$ cat config.mk
export PLATFORM = sky130hd
export DESIGN_NAME = burst_len_collect
export DESIGN_NICKNAME = d
export VERILOG_FILES = /design/src/rtl/burst_len_collect_pkg.sv /design/src/rtl/burst_len_buf2.sv /design/src/rtl/burst_len_collect.sv
export SDC_FILE = /design/constraint.sdc
export NUM_CORES = 1
export LEC_CHECK = 0
export BUFFER_PORTS_ARGS = -buffer_cell sky130_fd_sc_hd__buf_2
export CORE_UTILIZATION = 52
export DETAILED_ROUTE_END_ITERATION = 10
export PLACE_DENSITY = 0.74
export REMOVE_ABC_BUFFERS = 1
export SLEW_MARGIN = 40
export SYNTH_ARGS = -nofsm -noshare
export SYNTH_HDL_FRONTEND = slang
export SYNTH_HIERARCHICAL = 1
export SYNTH_SLANG_ARGS = --single-unit
$ cat constraint.sdc
create_clock -name clk -period 1.7 [get_ports clk]
set_input_delay 0.255 -clock clk [delete_from_list [all_inputs] [get_ports clk]]
set_output_delay 0.255 -clock clk [all_outputs]
set_load 0.03 [all_outputs]
$ cat src/rtl/burst_len_collect_pkg.sv
// Shared definitions for the burst-length collector: result buffer state
// encoding, default counter width and the result entry layout.
package burst_len_collect_pkg;

    // Default width of the burst-length counter and of len_data.
    localparam int CNT_W_DEF = 8;

    // Occupancy of the two-entry result buffer.
    typedef enum logic [1:0] {
        BUF_EMPTY = 2'd0,
        BUF_ONE   = 2'd1,
        BUF_TWO   = 2'd2
    } buf_state_e;

    // A result entry is packed as {sat, len}: the saturation flag sits in the
    // top bit, the burst length in the CNT_W bits below it.
    function automatic int entry_width(input int cnt_w);
        return cnt_w + 1;
    endfunction

endpackage

$ cat src/rtl/burst_len_buf2.sv
// Two-entry FIFO for burst-length results. A push into a full buffer is
// accepted only when the head is popped in the same cycle; otherwise the new
// entry is discarded and a one-cycle drop pulse is raised.
module burst_len_buf2
    import burst_len_collect_pkg::*;
#(
    parameter int W = entry_width(CNT_W_DEF)
) (
    input  logic         clk,
    input  logic         rst,
    input  logic         i_push,
    input  logic         i_pop_req,
    input  logic [W-1:0] i_data,
    output logic         o_valid,
    output logic [W-1:0] o_head,
    output logic         o_drop
);

    buf_state_e   r_state;
    logic [W-1:0] r_head;
    logic [W-1:0] r_tail;
    logic         r_valid;
    logic         r_drop;
    logic         w_pop;

    // A pop only happens when the head is actually presented.
    assign w_pop = r_valid & i_pop_req;

    // Buffer FSM: occupancy, head/tail entries, valid flag and drop pulse.
    always_ff @(posedge clk) begin
        if (rst) begin
            r_state <= BUF_EMPTY;
            r_head  <= {W{1'b0}};
            r_tail  <= {W{1'b0}};
            r_valid <= 1'b0;
            r_drop  <= 1'b0;
        end else begin
            r_drop <= 1'b0;
            case (r_state)
                BUF_EMPTY: begin
                    if (i_push) begin
                        r_head  <= i_data;
                        r_valid <= 1'b1;
                        r_state <= BUF_ONE;
                    end
                end
                BUF_ONE: begin
                    if (w_pop && i_push) begin
                        r_head <= i_data;
                    end else if (w_pop) begin
                        r_head  <= {W{1'b0}};
                        r_valid <= 1'b0;
                        r_state <= BUF_EMPTY;
                    end else if (i_push) begin
                        r_tail  <= i_data;
                        r_state <= BUF_TWO;
                    end
                end
                BUF_TWO: begin
                    if (w_pop && i_push) begin
                        r_head <= r_tail;
                        r_tail <= i_data;
                    end else if (w_pop) begin
                        r_head  <= r_tail;
                        r_tail  <= {W{1'b0}};
                        r_state <= BUF_ONE;
                    end else if (i_push) begin
                        r_drop <= 1'b1;
                    end
                end
                default: begin
                    r_state <= BUF_EMPTY;
                    r_head  <= {W{1'b0}};
                    r_tail  <= {W{1'b0}};
                    r_valid <= 1'b0;
                end
            endcase
        end
    end

    assign o_valid = r_valid;
    assign o_head  = r_head;
    assign o_drop  = r_drop;

endmodule

$ cat src/rtl/burst_len_collect.sv
// Burst-length collector: counts continue strobes (s) per burst, captures the
// saturating count on the end strobe (g) and queues results for a
// valid/ready consumer.
module burst_len_collect
    import burst_len_collect_pkg::*;
#(
    parameter int CNT_W = CNT_W_DEF
) (
    input  logic             clk,
    input  logic             rst,
    input  logic             s,
    input  logic             g,
    output logic             len_valid,
    input  logic             len_ready,
    output logic [CNT_W-1:0] len_data,
    output logic             len_sat,
    output logic             drop
);

    localparam int EW = entry_width(CNT_W);

    logic [CNT_W-1:0] r_acc;
    logic             r_acc_sat;
    logic             w_acc_max;
    logic [CNT_W-1:0] w_cap_len;
    logic             w_cap_sat;
    logic [EW-1:0]    w_cap_entry;
    logic [EW-1:0]    w_head;

    assign w_acc_max = &r_acc;

    // Value captured on g: include a coincident s, saturating at all-ones.
    always_comb begin
        w_cap_len = r_acc;
        w_cap_sat = r_acc_sat;
        if (s && !w_acc_max) begin
            w_cap_len = r_acc + {{(CNT_W-1){1'b0}}, 1'b1};
        end else if (s) begin
            w_cap_sat = 1'b1;
        end else begin
            w_cap_len = r_acc;
        end
    end

    assign w_cap_entry = {w_cap_sat, w_cap_len};

    // Per-burst accumulator: counts s, holds at max and flags saturation,
    // restarts from zero after each capture.
    always_ff @(posedge clk) begin
        if (rst) begin
            r_acc     <= {CNT_W{1'b0}};
            r_acc_sat <= 1'b0;
        end else if (g) begin
            r_acc     <= {CNT_W{1'b0}};
            r_acc_sat <= 1'b0;
        end else if (s) begin
            if (w_acc_max) begin
                r_acc_sat <= 1'b1;
            end else begin
                r_acc <= r_acc + {{(CNT_W-1){1'b0}}, 1'b1};
            end
        end
    end

    burst_len_buf2 #(
        .W (EW)
    ) u_buf (
        .clk       (clk),
        .rst       (rst),
        .i_push    (g),
        .i_pop_req (len_ready),
        .i_data    (w_cap_entry),
        .o_valid   (len_valid),
        .o_head    (w_head),
        .o_drop    (drop)
    );

    assign len_sat  = w_head[CNT_W];
    assign len_data = w_head[CNT_W-1:0];

endmodule

**After elaboration in Yosys (flattened, before gate mapping)**

Index checks and enable logic that the tools add are counted.

- Flip-flop bits (word level): 31
- Latch bits: 0
- RAM bits: 0
- ROM bits: 0
- Input bits: 5
- Output and inout port bits: 11
- Logic and storage cells: 61
- Memories kept: 0

- Add/subtract/negate cells: 1
- $mul: 0
- Div/mod/pow operators: 0
- Order comparisons: 0
- Equal/unequal tests: 12
- Shifts and indexed selects: 0
- Mux-type cells: 24
- Bitwise gates (word level): 4
- Reduce and logical (&&, ||, !) cells: 13

Operators with widths:

| operator | count |
|---|---|
| $mux W9 | 7 |
| $pmux W9 S3 | 2 |
| $mux W2 | 6 |
| $ne A2 B2 Y1 const B | 5 |
| $reduce_and A5 Y1 | 2 |
| $reduce_and A9 Y1 | 1 |
| $add A8 B1 Y8 const B | 1 |
| $mux W8 | 1 |
| $reduce_and A8 Y1 | 1 |
| $mux W1 | 6 |
| $ne A3 B1 Y1 const B | 2 |
| $pmux W2 S3 | 1 |
| $ne A2 B1 Y1 const B | 2 |
| $reduce_and A4 Y1 | 1 |
| $reduce_or A4 Y1 | 1 |
| $ne A3 B2 Y1 const B | 1 |
| $not A1 Y1 | 3 |
| $pmux W1 S3 | 1 |
| $reduce_and A3 Y1 | 1 |
| $eq A2 B1 Y1 const B | 1 |
| $eq A2 B2 Y1 const B | 1 |
| $logic_and A1 B1 Y1 | 2 |
| $logic_not A2 Y1 | 1 |
| $reduce_and A2 Y1 | 1 |
| 3 further kinds | 3 |

**Depth between registers and ports, before layout**

- Depth after elaboration: 8
- Mapped depth: 8
- Gate-level depth less buffers: 7

**Modules after synthesis**

The synthesis kept the hierarchy.

By module, submodules not included:

| module | instances | cells an instance | area each (sq um) |
|---|---|---|---|
| burst_len_buf2 | 1 | 128 | 1,113.6 |
| burst_len_collect | 1 | 62 | 553.0 |

**Worst setup path after synthesis**

Ideal clock, no wire load.

- Kind: register to register
- Start point: register r_acc[0]
- End point: register u_buf.r_head[1], in the netlist u_buf/o_head[1]
- Library setup time: 0.130 ns
- Arrival: 1.651 ns
- Data required time: 1.570 ns
- Setup slack: -0.081 ns
- Cell stages (with the launch flop): 8
- Buffers on the path: 0
- Cells stage by stage: dfxtp_1 ha_1 nand4_2 o21a_2 mux2_4 a22o_1 a21oi_1 o32ai_1

- Longest elaborated chain between the ends: 6
- Elaborated cells between the ends (all ways): 8
- Classes of those cells: 1 x add/sub; 4 x mux; 3 x reduce/logical

Ends and longest elaborated chain:

| element | line | source |
|---|---|---|
| start, declared | burst_len_collect.sv:22 | `logic [CNT_W-1:0] r_acc;` |
| start signal, assigned | burst_len_collect.sv:51 | `r_acc <= {CNT_W{1'b0}};` |
| start signal, assigned | burst_len_collect.sv:54 | `r_acc <= {CNT_W{1'b0}};` |
| start signal, assigned | burst_len_collect.sv:60 | `r_acc <= r_acc + {{(CNT_W-1){1'b0}}, 1'b1};` |
| parallel branches: the longest is 3 deep, another holds $add A8 B1 Y8 | -- |  |
| $mux W8 * | burst_len_collect.sv:36 | `if (s && !w_acc_max) begin` |
| via w_cap_len[1] | burst_len_collect.sv:25 | `logic [CNT_W-1:0] w_cap_len;` |
| $mux W9 (on tied branches) | -- |  |
| $pmux W9 S3 * | burst_len_buf2.sv:39 | `case (r_state)` |
| end signal, assigned | burst_len_buf2.sv:42 | `r_head <= i_data;` |
| end signal, assigned | burst_len_buf2.sv:49 | `r_head <= i_data;` |
| end signal, assigned | burst_len_buf2.sv:51 | `r_head <= {W{1'b0}};` |
| end, declared | burst_len_buf2.sv:20 | `logic [W-1:0] r_head;` |

Mark *: on every way through the listed nets, which the timed path passes. The select of a mux whose other input is x is not followed.
A chain may end at the register's enable or synchronous reset.

**Worst setup path in the final report**

- Start point: register r_acc[0]
- End point: register u_buf.r_head[7], in the netlist u_buf/o_head[7]

The elaborated chain is that of the path after synthesis.

==> impl_metrics.tcl <==
set metrics [dict create \
    drive_above_1_share_pct 35.8 \
    drc 0 \
    fin_crit_ns 1.69 \
    post-place-ws_ns -0.0303 \
    root_buffer "clkbuf_4" \
    hold_slack_ns 0.232 \
    crit_slowest_cell "dfxtp_2" \
    ys_warn_count 6 \
    ios 16 \
    start_util_pct 54.6 \
    floorplan.die_area_um2 3440 \
    grt_overflow 0 \
    worst_slack_ns 0.0106 \
    multi_input_area_um2 1020 \
    ys_types 48 \
    cts_tree "yes" \
    antenna_cells 0 \
    worstSkewPairLatency_ns 0.34 \
    row_count 20 \
    endpoint_kind "flip-flop" \
    portBuffers 15 \
    drv_slew 0 \
    syn_inst 190 \
    drv_cap 0 \
    rsz0062_at_grt "true" \
    hpwl_mm 2.87 \
    finalHoldViolCount 0 \
    wl_per_cell_um 15.2 \
    synth_top_flop_cell "dfxtp_1" \
    slew_headroom_pct 65.1 \
    syn_avg_cell_area_um2 8.77 \
    register_area_um2 631 \
    layout.nets 238 \
    worstHoldPathType "in -> reg" \
    grt_usage_pct 24.3 \
    drt_iter0_drc 84 \
    peakVddDrop_mv 0.744 \
    synth_most_common_cell "dfxtp_1" \
    tightest_slew_ns 0.519 \
    syn_to_final_growth_pct 28.0 \
    crit_arrival_ns 1.91 \
    first_pass_iters 4 \
    gp_routability_congestion 0.804 \
    h-tree-depth 2 \
    leakage_nw 0.839 \
    numCtsBuffers 5 \
    path_cells "buf_6 -> and4_4 -> nand3_4 -> mux2_4 -> a22o_1 -> a21oi_2 -> o32ai_2" \
    yosys.area.top_type "dfxtp_1" \
    outcome "finished, final reports clean" \
    coreArea_um2 3050 \
    critPathMaxFanout 5 \
    die_x_um 58.6 \
    min_period_over_period_pct 99.4 \
    fillers 253 \
    synth_edf_count 0 \
    synth_seq_area_share_pct 37.2 \
    vias_per_cell 5.88 \
    synthTopCellsByArea "dfxtp_1, a21oi_1, a22o_1" \
    grt_pass1_wl_mm 6.26 \
    power.density_nw_per_um2 1080 \
    crit_path_max_incr_delay_ns 0.37 \
    die_y_um 58.6 \
    clkTransAtPathRegs_ns 0.10 \
    clockBufferDepth 2 \
    synth_top_area_share_pct 37.2 \
    crit_path_start_kind "flip-flop" \
    setup_viol 0 \
    grt_pass1_vias 1393 \
    reg2reg_slack_ns 0.01 \
    async_reset_ff_share_pct 0 \
    timing.fmax_mhz 592 \
    synth_common_cells "dfxtp_1, a21oi_1, nand2_1, inv_1, nand3_1" \
    synth-seq-cells 31 \
    netlist_area_um2 1670 \
    ant_nets 0 \
    fin_worst_skew_ns 0.00586 \
    cts_sinks 31 \
    dr_total_vias 1606 \
    wirelength_mm 4.15 \
    worstPathRequired_ns 1.92 \
    path_class "reg -> reg" \
    grt_max_degree 29 \
    antenna_found_initial 0 \
]
## critical path: cells and delay by family, from the launching register on
kind,cells,cell delay [ns]
AND/OR/NAND/NOR,2,0.35
buffers and inverters,1,0.11
flip-flops,1,0.37
AO/OA/AOI/OAI,3,0.42
multiplexers,1,0.32
## cells by family after synthesis
family / share of synthesized area (%)
adders and majority gates: 3.75
buffers and inverters: 5.78
and+or+nand+nor: 18.9
muxes: 3.98
AOI/OAI and AO/OA: 28.8
DFF: 37.2
xor gates and xnor gates: 1.58
## per-stage QoR
stage | area [um2] | setup TNS [ns] | utilization, % | cells | total power, mW
2_1_floorplan | 1620 | -0.235 | - | 178 | 1.33
3_3_place_gp | 1920 | -0.00206 | 62.8 | 260 | 1.60
3_5_place_dp | 1920 | -0.0753 | 62.8 | 260 | 1.64
4_1_cts | 2020 | 0 | 66.2 | 268 | 2.25
5_1_grt | 2130 | -0.139 | 69.9 | 273 | 2.39
6_report | 2130 | 0 | 69.9 | 273 | 2.29
## cell type report
class                      count  share of cell area (%)
clock buffer                   6                    2.40
clock inverter                 2                    1.64
inverter                      12                    2.11
multi-input combinational    135                    47.8
sequential                    31                    29.6
tap                           44                    2.58
timing repair buffer          43                    13.9
## flip-flops by register name (all words and copies together), names as in the netlist
signal,flops
u_buf/r_tail,9
u_buf/o_head,9
u_buf/r_state,2
r_acc_sat,1
u_buf/o_drop,1
r_acc,8
u_buf/o_valid,1
## placed cells by master (no fill, tap or decap), drive strengths merged, types with 3 or more instances in the layout
master	n
buf	43
o32ai	9
a22o	9
or3	3
nor3	6
dfxtp	31
clkbuf	6
a211oi	3
a21oi	23
inv	12
nand2	20
ha	5
mux2i	4
nand3	13
nor2	5
## timing repair
action | CTS | global route
endpoints found under the setup margin | 6 | 17
pin swaps | 1 | 8
hold buffers | 0 | 0
setup buffers | 0 | 5
resized for setup | 6 | 19
## power by group
group	switching, mW	internal [mW]	leakage, nW	total, mW
clock	0.269	0.347	0.0482	0.616
combinational	0.542	0.331	0.537	0.873
sequential	0.0371	0.768	0.254	0.805
total	0.848	1.45	0.839	2.29
## path summary, 6_finish.rpt
check | from | end | cells after the start
worst max-delay path | r_acc[0] | u_buf/o_head[7] | 7
worst min-delay path | g | u_buf/o_drop | 3
worst max register to register | r_acc[0] | u_buf/o_head[7] | 7
worst min register to register | u_buf/r_tail[1] | u_buf/r_tail[1] | 2
## per-layer routing
metal  vias to the layer above  wire [um]  track usage [%]
met5                         -          0                0
met4                         0         55             9.18
met2                        39       2190             44.0
met3                         7        148             3.96
met1                       770       1760             28.7
li1                        790          -                -
Note: power is estimated with default switching activity, not from simulation.
